File: config.mk
export PLATFORM = sky130hd
export DESIGN_NAME = fix_msg_loader
export DESIGN_NICKNAME = d
export VERILOG_FILES = /design/src/rtl/fix_msg_loader.sv
export SDC_FILE = /design/constraint.sdc
export NUM_CORES = 2
export LEC_CHECK = 0
export ABC_AREA = 1
export CELL_PAD_IN_SITES_DETAIL_PLACEMENT = 1
export CELL_PAD_IN_SITES_GLOBAL_PLACEMENT = 1
export CORE_ASPECT_RATIO = 1.75
export CORE_UTILIZATION = 50
export DETAILED_ROUTE_END_ITERATION = 8
export GPL_ROUTABILITY_DRIVEN = 0
export GPL_TIMING_DRIVEN = 0
export PLACE_DENSITY = 0.88
export SYNTH_ARGS = -nofsm -noshare
export SYNTH_HDL_FRONTEND = slang
export SYNTH_SLANG_ARGS = --single-unit
File: constraint.sdc
create_clock -name clk -period 3 [get_ports clk]
set_input_delay 0.75 -clock clk [delete_from_list [all_inputs] [get_ports clk]]
set_output_delay 0.75 -clock clk [all_outputs]
set_load 0.01 [all_outputs]
File: src/rtl/fix_msg_loader.sv
// FIX message loader: an Avalon-MM slave fills a byte buffer, and a START
// command streams the buffered bytes to the engine over valid/ready with a last marker.
module fix_msg_loader #(
    parameter int ADDR_WIDTH = 8,
    parameter int DATA_WIDTH = 8
) (
    input  logic                  clk,
    input  logic                  reset,
    input  logic [2:0]            slave_address,
    input  logic                  slave_read,
    output logic [7:0]            slave_readdata,
    input  logic                  slave_write,
    input  logic [7:0]            slave_writedata,
    output logic [DATA_WIDTH-1:0] msg_data,
    output logic                  msg_valid,
    output logic                  msg_last,
    input  logic                  msg_ready,
    output logic                  busy
);

    localparam int DEPTH = 1 << ADDR_WIDTH;

    localparam logic [2:0] A_DATA   = 3'd0;
    localparam logic [2:0] A_CTRL   = 3'd1;
    localparam logic [2:0] A_STATUS = 3'd2;
    localparam logic [2:0] A_CNT_LO = 3'd3;
    localparam logic [2:0] A_CNT_HI = 3'd4;

    localparam logic [ADDR_WIDTH-1:0] PTR_ZERO   = {ADDR_WIDTH{1'b0}};
    localparam logic [ADDR_WIDTH-1:0] PTR_ONE    = ADDR_WIDTH'(1);
    localparam logic [ADDR_WIDTH:0]   CNT_ZERO   = {(ADDR_WIDTH + 1){1'b0}};
    localparam logic [ADDR_WIDTH:0]   CNT_ONE    = (ADDR_WIDTH + 1)'(1);
    localparam logic [ADDR_WIDTH:0]   FULL_COUNT = {1'b1, {ADDR_WIDTH{1'b0}}};

    typedef enum logic [1:0] {
        ST_IDLE   = 2'd0,
        ST_FETCH  = 2'd1,
        ST_STREAM = 2'd2
    } state_t;

    state_t                  state_q, state_d;
    logic [ADDR_WIDTH-1:0]   wr_ptr_q, wr_ptr_d;
    logic [ADDR_WIDTH-1:0]   rd_ptr_q, rd_ptr_d;
    logic [ADDR_WIDTH:0]     count_q, count_d;
    logic                    done_q, done_d;
    logic                    ovf_q, ovf_d;
    logic                    err_q, err_d;
    logic                    busy_q, busy_d;
    logic [DATA_WIDTH-1:0]   msg_data_q, msg_data_d;
    logic                    msg_valid_q, msg_valid_d;
    logic                    msg_last_q, msg_last_d;
    logic [7:0]              rdata_q, rdata_d;

    logic [DATA_WIDTH-1:0]   mem [DEPTH];
    logic [DATA_WIDTH-1:0]   ram_rdata_q;
    logic [ADDR_WIDTH-1:0]   ram_raddr_s;
    logic                    ram_we_s;
    logic                    done_set_s;
    logic                    clear_s;
    logic                    status_rd_s;
    logic [ADDR_WIDTH-1:0]   next_ptr_s;
    logic [ADDR_WIDTH:0]     last_idx_s;
    logic [15:0]             count_ext_s;

    assign clear_s     = slave_write && (slave_address == A_CTRL) && slave_writedata[1];
    assign status_rd_s = slave_read && (slave_address == A_STATUS);
    assign next_ptr_s  = rd_ptr_q + PTR_ONE;
    assign last_idx_s  = count_q - CNT_ONE;
    assign count_ext_s = 16'(count_q);

    // Next-state logic for the command decoder, streaming FSM and read mux.
    always_comb begin
        state_d     = state_q;
        wr_ptr_d    = wr_ptr_q;
        rd_ptr_d    = rd_ptr_q;
        count_d     = count_q;
        done_d      = done_q;
        ovf_d       = ovf_q;
        err_d       = err_q;
        busy_d      = busy_q;
        msg_data_d  = msg_data_q;
        msg_valid_d = msg_valid_q;
        msg_last_d  = msg_last_q;
        rdata_d     = rdata_q;
        ram_we_s    = 1'b0;
        ram_raddr_s = next_ptr_s;
        done_set_s  = 1'b0;

        if (clear_s) begin
            state_d     = ST_IDLE;
            wr_ptr_d    = PTR_ZERO;
            rd_ptr_d    = PTR_ZERO;
            count_d     = CNT_ZERO;
            done_d      = 1'b0;
            ovf_d       = 1'b0;
            err_d       = 1'b0;
            busy_d      = 1'b0;
            msg_valid_d = 1'b0;
            msg_last_d  = 1'b0;
        end else begin
            // The output register doubles as the hold stage; ram_rdata_q always
            // carries the beat after it, re-read while the engine stalls.
            case (state_q)
                ST_IDLE: begin
                    ram_raddr_s = PTR_ZERO;
                end
                ST_FETCH: begin
                    msg_data_d  = ram_rdata_q;
                    msg_valid_d = 1'b1;
                    msg_last_d  = (count_q == CNT_ONE);
                    state_d     = ST_STREAM;
                end
                ST_STREAM: begin
                    if (msg_ready) begin
                        rd_ptr_d = next_ptr_s;
                        if (msg_last_q) begin
                            done_set_s  = 1'b1;
                            busy_d      = 1'b0;
                            msg_valid_d = 1'b0;
                            msg_last_d  = 1'b0;
                            state_d     = ST_IDLE;
                        end else begin
                            msg_data_d  = ram_rdata_q;
                            msg_last_d  = ({1'b0, next_ptr_s} == last_idx_s);
                            ram_raddr_s = next_ptr_s + PTR_ONE;
                        end
                    end else begin
                        ram_raddr_s = next_ptr_s;
                    end
                end
                default: begin
                    state_d     = ST_IDLE;
                    busy_d      = 1'b0;
                    msg_valid_d = 1'b0;
                    msg_last_d  = 1'b0;
                end
            endcase

            if (slave_write) begin
                case (slave_address)
                    A_DATA: begin
                        if (busy_q) begin
                            err_d = 1'b1;
                        end else if (count_q == FULL_COUNT) begin
                            ovf_d = 1'b1;
                        end else begin
                            ram_we_s = 1'b1;
                            wr_ptr_d = wr_ptr_q + PTR_ONE;
                            count_d  = count_q + CNT_ONE;
                        end
                    end
                    A_CTRL: begin
                        if (slave_writedata[0]) begin
                            if (busy_q) begin
                                err_d = 1'b1;
                            end else if (count_q == CNT_ZERO) begin
                                done_set_s = 1'b1;
                            end else begin
                                state_d  = ST_FETCH;
                                busy_d   = 1'b1;
                                rd_ptr_d = PTR_ZERO;
                            end
                        end else begin
                            err_d = err_q;
                        end
                    end
                    default: begin
                        ram_we_s = 1'b0;
                    end
                endcase
            end else begin
                ram_we_s = 1'b0;
            end

            // A done event wins over a same-cycle STATUS read-to-clear.
            if (done_set_s) begin
                done_d = 1'b1;
            end else if (status_rd_s) begin
                done_d = 1'b0;
            end else begin
                done_d = done_q;
            end
        end

        if (slave_read) begin
            case (slave_address)
                A_STATUS: rdata_d = {4'b0000, (count_q == CNT_ZERO), err_q, ovf_q,
                                     (done_q | done_set_s)};
                A_CNT_LO: rdata_d = count_ext_s[7:0];
                A_CNT_HI: rdata_d = count_ext_s[15:8];
                default:  rdata_d = 8'h00;
            endcase
        end else begin
            rdata_d = rdata_q;
        end
    end

    // State and output registers with synchronous reset.
    always_ff @(posedge clk) begin
        if (reset) begin
            state_q     <= ST_IDLE;
            wr_ptr_q    <= PTR_ZERO;
            rd_ptr_q    <= PTR_ZERO;
            count_q     <= CNT_ZERO;
            done_q      <= 1'b0;
            ovf_q       <= 1'b0;
            err_q       <= 1'b0;
            busy_q      <= 1'b0;
            msg_data_q  <= {DATA_WIDTH{1'b0}};
            msg_valid_q <= 1'b0;
            msg_last_q  <= 1'b0;
            rdata_q     <= 8'h00;
        end else begin
            state_q     <= state_d;
            wr_ptr_q    <= wr_ptr_d;
            rd_ptr_q    <= rd_ptr_d;
            count_q     <= count_d;
            done_q      <= done_d;
            ovf_q       <= ovf_d;
            err_q       <= err_d;
            busy_q      <= busy_d;
            msg_data_q  <= msg_data_d;
            msg_valid_q <= msg_valid_d;
            msg_last_q  <= msg_last_d;
            rdata_q     <= rdata_d;
        end
    end

    // Message buffer: synchronous write, registered read.
    always_ff @(posedge clk) begin
        if (ram_we_s) begin
            mem[wr_ptr_q] <= DATA_WIDTH'(slave_writedata);
        end
        ram_rdata_q <= mem[ram_raddr_s];
    end

    assign slave_readdata = rdata_q;
    assign msg_data       = msg_data_q;
    assign msg_valid      = msg_valid_q;
    assign msg_last       = msg_last_q;
    assign busy           = busy_q;

endmodule
==> flow_summary.json, run 1 <==
{
  "netlist-cell-type-count": 44,
  "grt_first_pass_wirelength_microns": 840000,
  "port_buffer_count": 34,
  "synth-edff-count": 2048,
  "synth_warnings": 0,
  "grt_remaining_overflow": 31,
  "cts_max_level": 4,
  "failing_step": "global routing",
  "synth_top_cells_by_area": "edfxtp_1 66%, nand3_1 9.9%, nand2_1 7.0%",
  "via_count_of_the_first_global_routing_pass": 97736,
  "clkSinkCount": 2105,
  "cts_inserted_buffers": 186,
  "synthesis.instances": 8539,
  "gr-usage-all-layers_pct": 65.1,
  "synth-async-reset-ratio_pct": 0,
  "placementRows": 208,
  "cts_root_buf": "clkbuf_16",
  "ctsHoldBuffers": 0,
  "die_w_microns": 328,
  "floorplan.initialDensity_pct": 50.5,
  "clock_path_buffers": 4,
  "stop_error": "[ERROR GRT-0116] Global routing finished with congestion. Check the congestion regions in the DRC Viewer.",
  "die_height_microns": 572,
  "syn_area_sq_um": 92800,
  "synthDominantCellAreaShare_pct": 66.2,
  "synth.largest_area_cell": "edfxtp_1",
  "yosysSeqAreaShare_pct": 67.5,
  "pre_cts_ws_ns": -2.21,
  "syn_area_per_cell_sq_um": 10.9,
  "postSynthRegisterBits": 2105,
  "grt_start_max_net_pins": 140,
  "synth.net_count": 8569,
  "placed_wire_length_estimate_microns": 278000,
  "run_status": "stopped before the end",
  "synthFlopType": "edfxtp_1",
  "io-pin-count": 35
}
==> routing by layer <==
metal	global-route usage (%)	overflow
met1	61.3	0
met2	83.3	9
met3	50.3	0
met4	67.3	22
met5	28.6	0
==> synthesized netlist by cell type (4+ instances only) <==
library cell	n
edfxtp_1	2048
nand3_1	1845
nand2_1	1740
inv_1	1128
nand3b_1	576
buf_2	380
nor2_1	332
o211ai_1	115
clkbuf_1	87
dfxtp_1	57
buf_4	44
a21oi_1	34
o21ai_0	29
buf_1	15
nor3_1	15
ha_1	14
xor2_1	14
inv_2	12
nand4_1	7
buf_6	6
a211oi_1	4
==> through the flow <==
step                      hold slack (ns)  instances  cell area, sq um
after floorplan                     0.437       8539             92800
after global placement              0.452      10988             96200
after detailed placement            0.459      11009             96700
after CTS                           0.100      11494            110000
==> cells by family after synthesis <==
group	count (synthesis)	share of synthesized area, %
AND/OR/NAND/NOR	4530	23.2
flip-flops	2105	67.5
buffers and inverters	1677	7.53
AO/OA/AOI/OAI	197	1.42
XOR/XNOR	16	0.151
adder cells (fa/ha/maj)	14	0.189
==> repair_timing <==
action,4_1_cts
gates cloned,7
setup endpoints to repair,2064
setup buffers,154
pin swaps,143
gates resized for setup,1434
==> run 2, diff against run 1 <==
- CELL_PAD_IN_SITES_DETAIL_PLACEMENT: 1 -> not set
- CELL_PAD_IN_SITES_GLOBAL_PLACEMENT: 1 -> not set
- CORE_ASPECT_RATIO: 1.75 -> not set
- CORE_UTILIZATION: 50 -> 35
- PLACE_DENSITY: 0.88 -> not set
- PLACE_DENSITY_LB_ADDON: not set -> 0.15
==> flow_summary.json, run 2 <==
{
  "synth_warnings": 0,
  "flip_flop_count_of_the_largest_register_all_copies_and_words_added": 2048,
  "report.final.setup_viol": 27,
  "filler_cell_count": 24722,
  "share_comb_of_total_power_pct": 3.4,
  "synth.net_count": 8569,
  "grt_antenna_before_repair": 15,
  "syn_to_final_growth_pct": 23.7,
  "initialDrtViolationCount": 8544,
  "synthDominantCellAreaShare_pct": 66.2,
  "synth_compound_area_share_pct": 1.42,
  "cts_max_level": 4,
  "clk_pin_slew_ns": 0.07,
  "synth-async-reset-ratio_pct": 0,
  "setup_ws_ns": -0.214,
  "crit_path_required_time_ns": 3.81,
  "cellInternalPower_mw": 49.4,
  "tritoncts": "yes",
  "fmax_ghz": 0.311,
  "run_status": "complete, but fails checks",
  "ff2ff_path_depth": 20,
  "grt_remaining_overflow": 0,
  "drv_cap": 3,
  "syn_area_per_cell_sq_um": 10.9,
  "wire_per_inst_microns": 29.8,
  "via_density_per_instance": 5.39,
  "most-common-layout-cells": "2,048 x edfxtp_1, 1,715 x nand2_1, 1,529 x nand3_1, 1,123 x inv_1, 576 x nand3b_1",
  "crit_type": "input pin to register",
  "syn_area_sq_um": 92800,
  "grt_start_max_net_pins": 118,
  "remaining_drc_errors": 0,
  "hold_path_depth": 1,
  "final_core_utilization_pct": 43.7,
  "placed_wire_length_estimate_microns": 252000,
  "final_area_sq_um": 115000,
  "fp.dieArea_sq_um": 267000,
  "maximum_vdd_drop_v": 0.000493,
  "final.min_clock_period_ns": 3.21,
  "post-route-period-util_pct": 107,
  "ctsHoldBuffers": 0,
  "synth_adder_area_share_pct": 0.189,
  "synth_top_cells_by_area": "edfxtp_1 66%, nand3_1 9.9%, nand2_1 7.0%",
  "multi_input_area_sq_um": 27300,
  "sequentialPowerShare_pct": 50.9,
  "setup_repair_after_global_routing_missed_its_margin": "yes",
  "synth.largest_area_cell": "edfxtp_1",
  "tightestPinTransition_ns": 1.56,
  "final_nets": 9026,
  "synth-edff-count": 2048,
  "timing.critical_path.to_type": "register",
  "final_layout_size_suffix_gt1_share_pct": 18.4,
  "ff_latch_area_sq_um": 62600,
  "registers_with_the_most_flip_flops": "mem x2048, count_q x9",
  "die_w_microns": 517,
  "largest_family_of_logic_cells_by_synthesized_area": "simple AND/OR/NAND/NOR gates",
  "synthFlopType": "edfxtp_1",
  "fin_worst_skew_ns": 0.0740,
  "holdCritPathClass": "input pin to register",
  "critPathArrivalTime_ns": 4.03,
  "commonest_cells_post_synth": "2,048 x edfxtp_1, 1,845 x nand3_1, 1,740 x nand2_1",
  "synth_most_common_cell": "edfxtp_1",
  "timing.max_slew.rel_slack_pct": -4.05,
  "placementRows": 188,
  "share_clk_of_total_power_pct": 45.8,
  "final_number_of_max_transition_violations": 26,
  "placedInstanceArea_sq_um": 98100,
  "clock_path_buffers": 4,
  "ant_nets": 0,
  "port_buffer_count": 34,
  "clk-insertion-delay-late_ns": 0.92,
  "floorplan.initialDensity_pct": 35.3,
  "start_kind": "input pin",
  "via_count_of_the_first_global_routing_pass": 64475,
  "failed_checks": "max-capacitance violations, max-slew violations, negative setup slack",
  "timing.final.hold_violations": 0,
  "die_height_microns": 517,
  "cts_root_buf": "clkbuf_16",
  "xor_xnor_portion_of_the_synthesized_cell_area_pct": 0.151,
  "power.net_switching_mw": 14.0,
  "p_per_area_nw_per_um2": 552,
  "routed_wl_microns": 379000,
  "via_count": 68519,
  "mostFrequentLayoutCell": "edfxtp_1",
  "cts_inserted_buffers": 235,
  "netlist-cell-type-count": 44,
  "yosysSeqAreaShare_pct": 67.5,
  "clkSinkCount": 2105,
  "synthesis.instances": 8539,
  "static-leakage-power_nw": 42.5,
  "placeableCoreArea_sq_um": 263000,
  "fraction_of_synthesized_area_in_multiplexers_pct": 0,
  "detail_route.first_pass.iterations": 7,
  "postSynthRegisterBits": 2105,
  "grt_first_pass_wirelength_microns": 511000,
  "gr-usage-all-layers_pct": 27.5,
  "yosys.area_share.simple_pct": 23.2,
  "io-pin-count": 35,
  "switching_share_pct": 22.0,
  "top_register_by_number_of_flip_flops": "mem",
  "worst-path-max-fanout": 26
}
[run 2: timing repair]
action | CTS | global route
gates resized for setup | 999 | 855
setup buffers | 106 | 36
gates cloned | 6 | 17
pin swaps | 91 | 125
endpoints found under the setup margin | 2082 | 1754
[run 2: routing by layer]
metal  share of wire [%]  global-route usage, %
met2                  45                   43.1
met5               0.034                      0
met3                 8.9                   5.15
met1                  40                   36.5
met4                 5.5                   13.6
[run 2: power groups by stage]
stage               Clock, mW  Sequential (mW)  Combinational, mW
CTS                      29.2             32.2               1.97
finish                   29.0             32.3               2.12
detailed placement          0             32.9               1.82
floorplan                   0             32.9              0.621
global route             30.3             32.2               2.21
global placement            0             33.3               1.72
[run 2: worst max-delay path, stage by stage]
cell and delay (ns):
buf_16 0.18, buf_16 0.23, buf_16 0.25, nand4_4 0.19
nand2_1 0.14, nand2_4 0.14, nand2_8 0.16, clkbuf_16 0.23
buf_16 0.20, buf_12 0.18, nand2_1 0.07, nand3_1 0.11
nand3_1 0.15, nand3_2 0.18, nand3_2 0.16, nand3_1 0.19
nand3_2 0.11, nand3_2 0.12, nand2_1 0.07
[run 2: logic make-up (layout without fill, tap and decap cells)]
group | count (synthesis) | after routing
AO/OA/AOI/OAI | 197 | 197
XOR/XNOR | 16 | 16
adder cells (fa/ha/maj) | 14 | 14
buffers and inverters | 1677 | 2321
flip-flops | 2105 | 2105
other | 0 | 5
AND/OR/NAND/NOR | 4530 | 4531
[run 2: area by class of cell]
| cell class | count | area share (%) |
|---|---|---|
| repair inverters | 1 | 0.0142 |
| clock inverters | 124 | 1.09 |
| multi-input cells | 4758 | 23.8 |
| repair buffers | 218 | 2.95 |
| diodes | 5 | 0.0109 |
| flip-flops and latches | 2105 | 54.5 |
| plain buffers | 534 | 4.48 |
| clock buffers | 301 | 5.49 |
| inverters | 1143 | 3.78 |
| well taps | 3515 | 3.83 |
[run 2: per-stage QoR]
step	cells	TNS, ns	power, mW	hold slack (ns)	setup slack [ns]
final	12704	-2.38	63.4	0.268	-0.214
after global routing	12701	-3.85	64.7	0.251	-0.231
after CTS	12645	-45.96	63.5	0.245	-0.416
after detailed placement	12108	-3000.99	34.7	0.457	-3.21
after global placement	12088	-	35.1	0.453	-12.79
after floorplan	8539	0	33.5	0.437	0.230
[run 2: final timing paths]
kind	startpoint	to	slack, ns
max	slave_writedata[1]	ram_rdata_q[3]$_DFF_P_	-0.21
max reg2reg	state_q[0]$_SDFF_PP0_	ram_rdata_q[3]$_DFF_P_	-0.17
min reg2reg	ovf_q$_SDFFE_PP0P_	ovf_q$_SDFFE_PP0P_	0.46
min	slave_writedata[0]	mem[2][0]$_DFFE_PP_	0.27
Note: power is estimated with default switching activity, not from simulation.
